File: config.mk
export PLATFORM = sky130hd
export DESIGN_NAME = stn_cap_flat
export DESIGN_NICKNAME = d
export VERILOG_FILES = /design/src/rtl/lcd_tg_pkg.sv /design/src/rtl/stn_cap_if.sv /design/src/rtl/stn_wq.sv /design/src/rtl/stn_cap.sv /design/src/flat_wrapper.sv
export SDC_FILE = /design/constraint.sdc
export NUM_CORES = 1
export LEC_CHECK = 0
export CAP_MARGIN = 10
export CORE_ASPECT_RATIO = 1.4
export CORE_MARGIN = 1.5
export CORE_UTILIZATION = 35
export DETAILED_ROUTE_END_ITERATION = 10
export PLACE_DENSITY = 0.55
export SETUP_SLACK_MARGIN = 0.2
export SLEW_MARGIN = 20
export SYNTH_ARGS = -nofsm -noshare
export SYNTH_HDL_FRONTEND = slang
export SYNTH_SLANG_ARGS = --single-unit
File: constraint.sdc
create_clock -name clk -period 6.9 [get_ports clk]
set_input_delay 2.07 -clock clk [delete_from_list [all_inputs] [get_ports clk]]
set_output_delay 2.07 -clock clk [all_outputs]
set_load 0.05 [all_outputs]
File: src/rtl/lcd_tg_pkg.sv
// Shared STN capture constants and helpers.
// Defaults describe the 320x240 mono panel.
package lcd_tg_pkg;

  localparam int STN_DAT_W       = 4;
  localparam int STN_H_BYTES     = 80;
  localparam int STN_HBLANK_CLKS = 192;
  localparam int STN_SPLIT_LINE  = 120;
  localparam int STN_FIFO_DEPTH  = 1280;
  localparam int STN_RAM_END     = 6079;
  localparam int STN_ADDR_W      = 13;

  function automatic bit dat_w_ok(input int w);
    return (w == 4) || (w == 8);
  endfunction

  function automatic int bpb(input int w);
    return 8 / w;
  endfunction

endpackage

File: src/rtl/stn_cap_if.sv
// Capture-buffer write port: request held until acked.
// The capture engine is the master.
interface stn_cap_if
  import lcd_tg_pkg::*;
#(
  parameter int ADDR_W = STN_ADDR_W
);
  logic              fifo_wrreq;
  logic              fifo_wrack;
  logic [ADDR_W-1:0] fifo_waddr;
  logic [7:0]        fifo_wdata;

  modport master (
    output fifo_wrreq,
    output fifo_waddr,
    output fifo_wdata,
    input  fifo_wrack
  );

  modport slave (
    input  fifo_wrreq,
    input  fifo_waddr,
    input  fifo_wdata,
    output fifo_wrack
  );
endinterface

File: src/rtl/stn_wq.sv
// Two-entry write queue; entry 0 is always the head.
// Push on a full queue succeeds only alongside a pop.
module stn_wq #(
  parameter int W = 21
) (
  input  logic         clk,
  input  logic         rst_x,
  input  logic         push,
  input  logic         pop,
  input  logic [W-1:0] din,
  output logic [W-1:0] dout,
  output logic         full,
  output logic         empty
);

  logic [W-1:0] ent0_q, ent0_d;
  logic [W-1:0] ent1_q, ent1_d;
  logic [1:0]   cnt_q, cnt_d;
  logic         do_pop;
  logic         do_push;
  logic [1:0]   slot;

  always_comb begin
    do_pop  = pop & (cnt_q != 2'd0);
    do_push = push & ((cnt_q != 2'd2) | do_pop);
    slot    = cnt_q - {1'b0, do_pop};
    ent0_d  = ent0_q;
    ent1_d  = ent1_q;
    if (do_pop) ent0_d = ent1_q;
    if (do_push) begin
      if (slot == 2'd0) ent0_d = din;
      else              ent1_d = din;
    end
    cnt_d = cnt_q + {1'b0, do_push}
                  - {1'b0, do_pop};
  end

  always_ff @(posedge clk or negedge rst_x) begin
    if (!rst_x) begin
      ent0_q <= '0;
      ent1_q <= '0;
      cnt_q  <= 2'd0;
    end else begin
      ent0_q <= ent0_d;
      ent1_q <= ent1_d;
      cnt_q  <= cnt_d;
    end
  end

  assign dout  = ent0_q;
  assign full  = (cnt_q == 2'd2);
  assign empty = (cnt_q == 2'd0);

endmodule

File: src/rtl/stn_cap.sv
// STN panel capture: sync, edge detect, pack beats
// into bytes and queue them for the capture buffer.
module stn_cap
  import lcd_tg_pkg::*;
#(
  parameter int DAT_W       = STN_DAT_W,
  parameter int H_BYTES     = STN_H_BYTES,
  parameter int HBLANK_CLKS = STN_HBLANK_CLKS,
  parameter int SPLIT_LINE  = STN_SPLIT_LINE,
  parameter int FIFO_DEPTH  = STN_FIFO_DEPTH,
  parameter int RAM_END     = STN_RAM_END,
  parameter int ADDR_W      = STN_ADDR_W
) (
  input  logic             clk,
  input  logic             rst_x,
  input  logic             cap_en,
  input  logic             stn_fpframe,
  input  logic             stn_fpline,
  input  logic             stn_fpshift,
  input  logic [DAT_W-1:0] stn_fpdat,
  stn_cap_if.master        wr,
  output logic             cap_ovf,
  output logic             frame_done,
  output logic [8:0]       line_cnt
);

  localparam int BPB  = bpb(DAT_W);
  localparam int BC_W = $clog2(H_BYTES + 1);
  localparam int HB_W = $clog2(HBLANK_CLKS + 2);
  localparam int QW   = ADDR_W + 8;

  if (!dat_w_ok(DAT_W)) begin : g_bad_dat_w
    $error("stn_cap: DAT_W must be 4 or 8");
  end

  logic [1:0]       frm_s_q, frm_s_d;
  logic [1:0]       lin_s_q, lin_s_d;
  logic [1:0]       shf_s_q, shf_s_d;
  logic [DAT_W-1:0] dat_s0_q, dat_s0_d;
  logic [DAT_W-1:0] dat_s1_q, dat_s1_d;

  logic              act_q, act_d;
  logic [8:0]        line_q, line_d;
  logic              beat_q, beat_d;
  logic [BC_W-1:0]   byte_q, byte_d;
  logic [HB_W-1:0]   blank_q, blank_d;
  logic [7:0]        asm_q, asm_d;
  logic [ADDR_W-1:0] faddr_q, faddr_d;
  logic [ADDR_W-1:0] raddr_q, raddr_d;
  logic              ovf_q, ovf_d;
  logic              fd_q, fd_d;

  logic              frm_e, lin_e, shf_e;
  logic              shf_ok, beat_last;
  logic [7:0]        asm_sh;
  logic              push, pop;
  logic [ADDR_W-1:0] push_addr;
  logic [QW-1:0]     head;
  logic              q_full, q_empty;

  assign frm_e = frm_s_q[0] & ~frm_s_q[1];
  assign lin_e = ~lin_s_q[0] & lin_s_q[1];
  assign shf_e = ~shf_s_q[0] & shf_s_q[1];
  assign pop   = wr.fifo_wrreq & wr.fifo_wrack;

  always_comb begin
    frm_s_d  = {frm_s_q[0], stn_fpframe};
    lin_s_d  = {lin_s_q[0], stn_fpline};
    shf_s_d  = {shf_s_q[0], stn_fpshift};
    dat_s0_d = stn_fpdat;
    dat_s1_d = dat_s0_q;
  end

  always_comb begin
    act_d     = act_q;
    line_d    = line_q;
    beat_d    = beat_q;
    byte_d    = byte_q;
    asm_d     = asm_q;
    faddr_d   = faddr_q;
    raddr_d   = raddr_q;
    ovf_d     = ovf_q;
    fd_d      = 1'b0;
    push      = 1'b0;
    push_addr = faddr_q;
    blank_d   = (blank_q == '0) ? '0
                                : blank_q - 1'b1;
    shf_ok    = act_q && (blank_q == '0)
             && (byte_q < BC_W'(H_BYTES))
             && (line_q != 9'd511);
    beat_last = (beat_q == 1'(BPB - 1));
    asm_sh    = 8'({asm_q, dat_s1_q});
    priority case (1'b1)
      frm_e: begin
        line_d  = 9'd0;
        beat_d  = 1'b0;
        byte_d  = '0;
        faddr_d = '0;
        raddr_d = ADDR_W'(FIFO_DEPTH);
        ovf_d   = 1'b0;
        act_d   = cap_en;
        fd_d    = act_q;
      end
      lin_e: begin
        beat_d  = 1'b0;
        byte_d  = '0;
        blank_d = HB_W'(HBLANK_CLKS);
        if (act_q && blank_q == '0
            && line_q != 9'd511)
          line_d = line_q + 9'd1;
      end
      (shf_e && shf_ok): begin
        asm_d = asm_sh;
        if (beat_last) begin
          beat_d = 1'b0;
          byte_d = byte_q + 1'b1;
          push   = 1'b1;
          if (line_q < 9'(SPLIT_LINE)) begin
            push_addr = faddr_q;
            faddr_d   =
              (faddr_q == ADDR_W'(FIFO_DEPTH - 1))
              ? '0 : faddr_q + 1'b1;
          end else begin
            push_addr = raddr_q;
            raddr_d   =
              (raddr_q == ADDR_W'(RAM_END))
              ? ADDR_W'(FIFO_DEPTH)
              : raddr_q + 1'b1;
          end
          // dropped byte still consumes its address
          if (q_full && !pop) ovf_d = 1'b1;
        end else begin
          beat_d = beat_q + 1'b1;
        end
      end
      default: ;
    endcase
  end

  always_ff @(posedge clk or negedge rst_x) begin
    if (!rst_x) begin
      frm_s_q  <= '0;
      lin_s_q  <= '0;
      shf_s_q  <= '0;
      dat_s0_q <= '0;
      dat_s1_q <= '0;
      act_q    <= 1'b0;
      line_q   <= 9'd0;
      beat_q   <= 1'b0;
      byte_q   <= '0;
      blank_q  <= '0;
      asm_q    <= 8'd0;
      faddr_q  <= '0;
      raddr_q  <= ADDR_W'(FIFO_DEPTH);
      ovf_q    <= 1'b0;
      fd_q     <= 1'b0;
    end else begin
      frm_s_q  <= frm_s_d;
      lin_s_q  <= lin_s_d;
      shf_s_q  <= shf_s_d;
      dat_s0_q <= dat_s0_d;
      dat_s1_q <= dat_s1_d;
      act_q    <= act_d;
      line_q   <= line_d;
      beat_q   <= beat_d;
      byte_q   <= byte_d;
      blank_q  <= blank_d;
      asm_q    <= asm_d;
      faddr_q  <= faddr_d;
      raddr_q  <= raddr_d;
      ovf_q    <= ovf_d;
      fd_q     <= fd_d;
    end
  end

  stn_wq #(.W(QW)) u_wq (
    .clk   (clk),
    .rst_x (rst_x),
    .push  (push),
    .pop   (pop),
    .din   ({push_addr, asm_sh}),
    .dout  (head),
    .full  (q_full),
    .empty (q_empty)
  );

  assign wr.fifo_wrreq = ~q_empty;
  assign wr.fifo_waddr = head[QW-1:8];
  assign wr.fifo_wdata = head[7:0];
  assign cap_ovf       = ovf_q;
  assign frame_done    = fd_q;
  assign line_cnt      = line_q;

endmodule

File: src/flat_wrapper.sv
// flat-port wrapper written by rule: the top's interface ports become plain ports
module stn_cap_flat import lcd_tg_pkg::*;
#(
  parameter int DAT_W       = STN_DAT_W,
  parameter int H_BYTES     = STN_H_BYTES,
  parameter int HBLANK_CLKS = STN_HBLANK_CLKS,
  parameter int SPLIT_LINE  = STN_SPLIT_LINE,
  parameter int FIFO_DEPTH  = STN_FIFO_DEPTH,
  parameter int RAM_END     = STN_RAM_END,
  parameter int ADDR_W      = STN_ADDR_W
)
  (clk, rst_x, cap_en, stn_fpframe, stn_fpline, stn_fpshift, stn_fpdat, cap_ovf, frame_done, line_cnt, wr_fifo_wrreq, wr_fifo_waddr, wr_fifo_wdata, wr_fifo_wrack);
  stn_cap_if #(.ADDR_W(ADDR_W)) wr_i ();
  input  logic clk;
  input  logic rst_x;
  input  logic cap_en;
  input  logic stn_fpframe;
  input  logic stn_fpline;
  input  logic stn_fpshift;
  input  logic [DAT_W-1:0] stn_fpdat;
  output logic cap_ovf;
  output logic frame_done;
  output logic [8:0] line_cnt;
  output wire logic [$bits(wr_i.fifo_wrreq)-1:0] wr_fifo_wrreq;
  output wire logic [$bits(wr_i.fifo_waddr)-1:0] wr_fifo_waddr;
  output wire logic [$bits(wr_i.fifo_wdata)-1:0] wr_fifo_wdata;
  input wire logic [$bits(wr_i.fifo_wrack)-1:0] wr_fifo_wrack;
  assign wr_fifo_wrreq = wr_i.fifo_wrreq;
  assign wr_fifo_waddr = wr_i.fifo_waddr;
  assign wr_fifo_wdata = wr_i.fifo_wdata;
  assign wr_i.fifo_wrack = wr_fifo_wrack;
  stn_cap #(.DAT_W(DAT_W), .H_BYTES(H_BYTES), .HBLANK_CLKS(HBLANK_CLKS), .SPLIT_LINE(SPLIT_LINE), .FIFO_DEPTH(FIFO_DEPTH), .RAM_END(RAM_END), .ADDR_W(ADDR_W)) u_core (.clk(clk), .rst_x(rst_x), .cap_en(cap_en), .stn_fpframe(stn_fpframe), .stn_fpline(stn_fpline), .stn_fpshift(stn_fpshift), .stn_fpdat(stn_fpdat), .wr(wr_i), .cap_ovf(cap_ovf), .frame_done(frame_done), .line_cnt(line_cnt));
endmodule
# Word level (Yosys, flattened, before mapping)
# Cells that the tools add are included.
[classes] n_reduce_logical=26 order_cmp=2 n_mux=44 add_sub_neg=9 bitwise=14 n_eq_ne=7
[ops] cell="$mux 13" n=17
[ops] cell="$mux 21" n=3
[ops] cell="$mux 7" n=4
[ops] cell="$mux 9" n=3
[ops] cell="$add 13x1->13 const B" n=2
[ops] cell="$mux 8" n=3
[ops] cell="$mux 1" n=14
[ops] cell="$reduce_bool 2->1" n=7
[ops] cell="$eq 13x11->1 const B" n=1
[ops] cell="$eq 13x13->1 const B" n=1
[ops] cell="$reduce_and 4->1" n=3
[ops] cell="$add 9x1->9 const B" n=1
[ops] cell="$lt 9x7->1 const B" n=1
[ops] cell="$ne 9x9->1 const B" n=1
[ops] cell="$logic_not 8->1" n=1
[ops] cell="$sub 8x1->8 const B" n=1
[ops] cell="$add 7x1->7 const B" n=1
[ops] cell="$lt 7x7->1 const B" n=1
[ops] cell="$not 1->1" n=7
[ops] cell="$and 1x1->1" n=6
[ops] cell="$logic_and 1x1->1" n=6
[ops] cell="$reduce_and 2->1" n=3
[ops] cell="$reduce_bool 3->1" n=2
[ops] cell="$logic_not 2->1" n=2
[ops] cell="9 further kinds" n=11
[word_totals] reg_bits=116 output_inout_bits=33 in_bits=11 word_cells=120

# Depth between registers and ports, before layout
# Gate-level depths: netlist of run 1.
[depth] depth_word=11 mapped_depth=11 mapped_depth_nobuf=11

# Hierarchy
# A second synthesis of run 1 with hierarchy kept.
[hier_totals] cells_unflattened=530 area_unflattened_um2=5586.6
[modules_own_cells] module="stn_cap" area_per_inst_um2=3585.9 cells_each=350 seq_area_each_um2=1804.2 n_inst=1
[modules_own_cells] module="stn_wq" area_per_inst_um2=2000.7 cells_each=180 seq_area_each_um2=1101.1 n_inst=1

# Worst setup path after synthesis of run 1
# OpenSTA, ideal clock, no wires.
[synth_path] path_kind="input to register" start="input port wr_fifo_wrack" end="register u_core.u_wq.cnt_q[1]" slack_ns=3.135 t_required_ns=6.777 arrival_time_ns=3.642 stages=9 n_path_buf=2 setup_ns=0.123 path_cell_list="nand2_1 clkbuf_1 clkbuf_1 inv_1 ha_1 inv_1 ha_1 xnor2_1 xnor2_1"
[synth_via] elab_chain_cells=6
[synth_lines] element="start, declared" line="flat_wrapper.sv:27" text="input wire logic [$bits(wr_i.fifo_wrack)-1:0] wr_fifo_wrack;"
[synth_lines] element="$and 1x1->1 (*)" line="stn_cap.sv:64" text="assign pop = wr.fifo_wrreq & wr.fifo_wrack;"
[synth_lines] element="$and 1x1->1 (*)" line="stn_wq.sv:24" text="do_pop = pop & (cnt_q != 2'd0);"
[synth_lines] element="$or 1x1->1" line="stn_wq.sv:25" text="do_push = push & ((cnt_q != 2'd2) | do_pop);"
[synth_lines] element="$and 1x1->1" line="stn_wq.sv:25"
[synth_lines] element="$add 2x1->2" line="stn_wq.sv:34" text="cnt_d = cnt_q + {1'b0, do_push}"
[synth_lines] element="$sub 2x1->2 (*)" line="stn_wq.sv:35" text="- {1'b0, do_pop};"
[synth_lines] element="via u_core.u_wq.cnt_d[1]" line="stn_wq.sv:18" text="logic [1:0] cnt_q, cnt_d;"
[synth_lines] element="end signal, assigned" line="stn_wq.sv:46" text="cnt_q <= cnt_d;"
[synth_lines] element="end, declared" line="stn_wq.sv:18"
# The timed path passes the listed nets; every way through them passes the cells marked *.
# A chain may end at the register's enable or synchronous reset.

# Worst setup path in the final report of run 1
[layout_path] start="register u_core.u_wq.cnt_q[1]" end="output port wr_fifo_wrreq"
[layout_via] elab_chain_cells=2
[layout_lines] element="$logic_not 2->1" line="stn_wq.sv:52" text="assign empty = (cnt_q == 2'd0);"
[layout_lines] element="$not 1->1" line="stn_cap.sv:187" text="assign wr.fifo_wrreq = ~q_empty;"
[layout_lines] element="end, declared" line="flat_wrapper.sv:24" text="output wire logic [$bits(wr_i.fifo_wrreq)-1:0] wr_fifo_wrreq;"
# No other way between the ends.

==> impl_results.md, run 1 <==
- Outcome: completed
- Synth area leaders: dfrtp_1 (51%), mux2i_1 (7.8%), mux2_2 (5.7%)
- Cell taking the most area after synthesis: dfrtp_1
- Syn. warnings: 0
- Largest family of logic cells by synthesized area: simple AND/OR/NAND/NOR gates
- CP Class: reg -> out
- Worst path cell trace: or2_2 > clkdlybuf4s50_1
- GR Util All Layers: 16.3%
- Clock-pin slew on the worst setup and hold paths: 60 ps
- DRT Pass-1 Iters: 4
- H-Tree Depth: 4
- Vias in the first global route: 4,180
- CP Data Arrival Time: 1840 ps
- Post-synthesis mux area share: 13.5%
- Post-route ant nets: 0
- Mean Syn Cell Area: 10.7 µm²
- Final setup fails: 0
- Post_cts resized: 0
- Buffers added on ports: 43
- Chip width: 109 µm
- VDD IR max: 0.140 mV
- Netlist cell types: 55
- Via count: 4,021
- Worst-skew pair later-pin latency: 400 ps
- Share of layout cells above drive strength 1: 15.8%
- Cell with the most instances after synthesis: dfrtp_1
- MaxCap Viol Count: 0
- Number of synthesized flops with an enable pin: 0
- Top Ports: 44
- CP Capture Type: primary output
- Compound-gate portion of the synthesized area: 6.46%
- Main synth FF type: dfrtp_1
- Slew @ Worst Pin: 967 ps
- Clock Root Buffer: clkbuf_16
- Register area share after synthesis: 52.4%
- Worst EP required: 4830 ps
- Fraction of the mapped netlist area in simple logic gates: 18.9%
- Final period util: 56.6%
- Clock Skews: 6.16 ps
- Async set-reset flop share out of synthesis: 100%
- First-pass GRT wire length: 20,900 µm
- Synth cell count leaders: dfrtp_1 (114), nor2_1 (60), mux2i_1 (43)
- # clock sinks: 116
- Gp weighted congestion: 0.867
- Die H: 152 µm
- Post-DP HPWL: 8550 µm
- Layout fillers: 1,496
- Post-CTS Setup Bufs: 0
- # diodes: 0
- PwrDens: 319 nW/µm²
- Syn Nets: 537
- Initial drt markers: 209
- Hold crit path type: reg -> reg
- Routed WL per cell: 16.2 µm
- Setup TNS: 0 ps
- CTS tree: yes
- CP Buf/Inv Count: 1
- Grt ovf: 0
- Post-Synth Adder-Cell Area: 2.03%
- Die ar.: 16,600 µm²
- Clk buf depth: 2
- Post-synthesis register bit count: 116
- RSZ-0062 raised after global routing: false
- Largest net degree at the start of global routing: 72
- Mapped cell area: 5540 µm²
- Slew Limit Fails: 0
- Cts hold-fix bufs: 0
- Final nets: 583
- Top cell type's share of synthesized area: 51.5%
- Max_slew headroom: 35.3%
- Detailed Route WL: 12,500 µm
- Core Area: 15,500 µm²
- Tmin final: 3910 ps
- Std cell rows: 54
- Achievable Freq: 256 MHz
- Critical path's largest stage delay: 700 ps
- Area grow syn2layout: 22.9%
- Startpoint types: flip-flop
- CP delay by family, top: buffers and inverters
- Post-Synth XOR/XNOR Area: 3.48%
- Critical path fanouts, max: 5
- Final Hold Viols: 0
- Highest-delay cell along the critical path: clkdlybuf4s50_1
- Total leakage power: 3.00 nW
- Via/cell ratio: 5.21
- Initial core utilization: 35.7%
- CTS Buf Count: 17
- Initial antenna violation count: 0
- Post-route DRC: 0
- Syn Inst Count: 517
- Hold_ws: 348 ps
report_power, final:
group	internal [mW]	leakage, nW	switching [mW]
clock network	0.579	0.301	0.347
registers	0.750	1.45	0.0607
logic	0.156	1.24	0.281
state kept, by name (all words and copies together) (netlist names), 7 cells and up:
register and count:
u_core.faddr_q 13, u_core.raddr_q 13, u_core.u_wq.dout 21, u_core.blank_q 8, u_core.line_cnt 9, u_core.byte_q 7
u_core.u_wq.ent1_q 21
kinds of logic (layout without fill, tap and decap cells):
kind of cell	after synthesis	after routing
and+or+nand+nor	194	194
DFF	116	116
muxes	71	71
AOI/OAI and AO/OA	62	62
buffers and inverters	43	102
xor gates and xnor gates	22	22
adders and majority gates	9	9
cell usage in the layout (no fill, tap or decap), types with 6 or more instances in the layout:
| cell type | count |
|---|---|
| ha_1 | 9 |
| dfrtp_1 | 114 |
| o21ai_0 | 14 |
| xor2_1 | 7 |
| nor3_1 | 6 |
| or3_1 | 8 |
| inv_1 | 21 |
| nand4_1 | 10 |
| clkbuf_16 | 17 |
| a21oi_1 | 32 |
| mux2i_1 | 43 |
| xnor2_1 | 15 |
| and3_1 | 7 |
| clkdlybuf4s50_1 | 42 |
| buf_4 | 7 |
| nand3_1 | 20 |
| mux2_2 | 28 |
| nand2_1 | 36 |
| nor2_1 | 60 |
| nor4_1 | 6 |
worst register-to-register path, cell delays in order (launching register included):
cell and delay (ps):
dfrtp_1 430, and4_1 250, and4_1 220, ha_1 200, nor2b_1 210, nand3_1 300, or4_4 610, or4b_1 530
a21oi_1 150
final cells by class:
| cell class | instances | area (µm²) | share of cell area, % |
|---|---|---|---|
| clock buffer | 17 | 425 | 6.25 |
| sequential | 116 | 2910 | 42.7 |
| multi-input combinational | 358 | 2480 | 36.5 |
| tap | 196 | 245 | 3.60 |
| inverter | 21 | 78.8 | 1.16 |
| clock inverter | 15 | 196 | 2.89 |
| timing repair buffer | 49 | 473 | 6.95 |
path summary, 6_finish.rpt:
kind                                 startpoint                 end  slack, ps  cells after the start
hold reg to reg              u_core.dat_s0_q[2]  u_core.dat_s1_q[2]        350                      0
hold / removal               u_core.dat_s0_q[2]  u_core.dat_s1_q[2]        350                      0
setup reg to reg             u_core.line_cnt[5]   u_core.raddr_q[5]       3930                      8
max in group asynchronous                 rst_x    u_core.byte_q[3]       3980                      2
setup / recovery           u_core.u_wq.cnt_q[1]       wr_fifo_wrreq       2990                      2
min in group asynchronous                 rst_x   u_core.frm_s_q[0]       1800                      1
routing by layer:
metal	GRT usage [%]	share of wire, %	vias to the layer above
met5	0	0	-
met4	7.36	1.5	0
met3	3.26	2.5	8
met2	27.7	54	76
met1	19.4	42	2019
li1	-	-	1918
metrics by stage:
step	area [µm²]	cells	setup slack (ps)	power (mW)	utilization, %
2_1_floorplan	5540	517	3140	1.11	-
3_3_place_gp	6170	740	2980	1.26	39.7
3_5_place_dp	6180	740	2980	1.27	39.8
4_1_cts	6800	772	2970	2.20	43.8
5_1_grt	6810	772	2930	2.28	43.8
6_report	6810	772	2990	2.17	43.8
No activity file was read; power rests on OpenSTA's default activity.
==> inputs of run 2 (changes only) <==
==> constraint.sdc (replaced) <==
create_clock -name clk -period 3.7 [get_ports clk]
set_input_delay 1.11 -clock clk [delete_from_list [all_inputs] [get_ports clk]]
set_output_delay 1.11 -clock clk [all_outputs]
set_load 0.05 [all_outputs]
==> impl_results.md, run 2 (synthesis gave the netlist of run 1 again) <==
- Clk buf depth: 2
- Final period util: 81.0%
- Total leakage power: 3.03 nW
- Net Sw Power: 1.25 mW
- Cts hold-fix bufs: 0
- Vias in the first global route: 4,185
- Hold crit path type: reg -> reg
- Post_cts resized: 0
- Post-DP Area: 6240 µm²
- Storage element area: 2910 µm²
- Area grow syn2layout: 23.8%
- # diodes: 0
- Slew Limit Fails: 0
- Via count: 4,018
- MaxCap Viol Count: 0
- Achievable Freq: 334 MHz
- Worst-skew pair later-pin latency: 410 ps
- Outcome: completed
- PwrDens: 590 nW/µm²
- Clock network power share: 42.5%
- Critical path fanouts, max: 13
- CP Class: reg -> reg
- Combinational fraction of design power: 20.2%
- H-Tree Depth: 4
- Final worst-path setup slack: 705 ps
- Pre-CTS setup slack: 712 ps
- CTS Buf Count: 17
- Die ar.: 16,600 µm²
- Post-route ant nets: 0
- RSZ-0062 raised after global routing: false
- Startpoint types: flip-flop
- RR Startpoint: u_core.blank_q[0]
- GR Util All Layers: 16.3%
- Post-DP HPWL: 8660 µm
- Final instance area: 6860 µm²
- Most common cell after layout, fill and taps aside: dfrtp_1
- P_int: 2.80 mW
- Layout fillers: 1,473
- VDD IR max: 0.374 mV
- Detailed Route WL: 12,300 µm
- DRT Pass-1 Iters: 4
- Share of power burned in registers: 37.3%
- Grt ovf: 0
- CP Capture Type: flip-flop
- Core Area: 15,500 µm²
- Post-CTS Setup Bufs: 0
- Multi-input gate area: 2470 µm²
- Setup TNS: 0 ps
- CP Data Arrival Time: 3320 ps
- Clock Skews: 8.66 ps
- Buffers added on ports: 43
- Post-route DRC: 0
- Final non-filler cell total: 779
- Cell depth of the worst hold path: 0
- Initial antenna violation count: 0
- Die H: 152 µm
- Final nets: 590
- Final setup fails: 0
- Clock-pin slew on the worst setup and hold paths: 60 ps
- Placed cells: 747
- R2R cell count: 8
- Fin util: 44.1%
- Chip width: 109 µm
- Switching fraction of total power: 30.8%
- Share of layout cells above drive strength 1: 16.5%
- Slew @ Worst Pin: 781 ps
- Routed WL per cell: 15.8 µm
- First-pass GRT wire length: 21,100 µm
- Crit path from: u_core.blank_q[0]
- Hold_sp: u_core.dat_s0_q[2]
- Initial core utilization: 35.7%
- CTS tree: yes
- Top Ports: 44
- # clock sinks: 116
- Max_slew headroom: 47.8%
- Via/cell ratio: 5.16
- Initial drt markers: 177
- Commonest non-fill, non-tap cells in the layout: dfrtp_1 (114), nor2_1 (60), mux2i_1 (43)
- Largest net degree at the start of global routing: 43
- Tmin final: 3000 ps
- Worst EP required: 4030 ps
- Gp weighted congestion: 0.864
- Std cell rows: 54
- Final Hold Viols: 0
- Clock Root Buffer: clkbuf_16
## run 2: cell types whose count changed in the layout (fill, tap and decap cells not counted)
cell,delta
clkinv_2,+1
clkinvlp_4,+3
nor4_1,+2
inv_8,-1
clkbuf_8,+2
clkinv_4,-5
nor4_2,-2
buf_12,+1
buf_4,+6
## run 2: routing by layer
| metal | wire length [µm] | vias to the layer above | track usage [%] |
|---|---|---|---|
| li1 | - | 1937 | - |
| met1 | 5440 | 1992 | 20.4 |
| met2 | 6330 | 78 | 27.4 |
| met3 | 435 | 11 | 4.38 |
| met4 | 112 | 0 | 4.51 |
| met5 | 0 | - | 0 |
## run 2: worst paths after layout
path,slack [ps],to
max,700,u_core.u_wq.dout[10]
min,350,u_core.dat_s1_q[2]
max reg2reg,700,u_core.u_wq.dout[10]
min reg2reg,350,u_core.dat_s1_q[2]
max in group asynchronous,2310,u_core.raddr_q[8]
min in group asynchronous,690,u_core.faddr_q[3]
## run 2: power groups by stage
stage	clock network, mW	registers, mW	logic (mW)
2_1_floorplan	0	1.76	0.310
3_3_place_gp	0	1.53	0.810
3_5_place_dp	0	1.53	0.822
4_1_cts	1.76	1.51	0.824
5_1_grt	1.83	1.53	0.886
6_report	1.72	1.51	0.815
## run 2: final cells by class
cell class / instances / share of cell area (%)
Sequential cell: 116 / 42.4
Multi-Input combinational cell: 358 / 36.0
Timing Repair Buffer: 56 / 7.84
Clock buffer: 19 / 6.60
Tap cell: 196 / 3.58
Clock inverter: 13 / 2.46
Inverter: 21 / 1.15
## run 2: through the flow
step | total power, mW | hold WS [ps]
global route | 4.24 | 348
global placement | 2.34 | 333
floorplan | 2.07 | 331
detailed placement | 2.35 | 336
finish | 4.04 | 346
CTS | 4.09 | 349
## run 2: worst max-delay path, cell delays in order, from the launching register on
cell and delay, ps:
dfrtp_1 400, inv_1 90, ha_1 170, nor3b_2 400, nand4_4 250, nor3_1 450, and4b_1 550, buf_4 360
mux2i_1 240
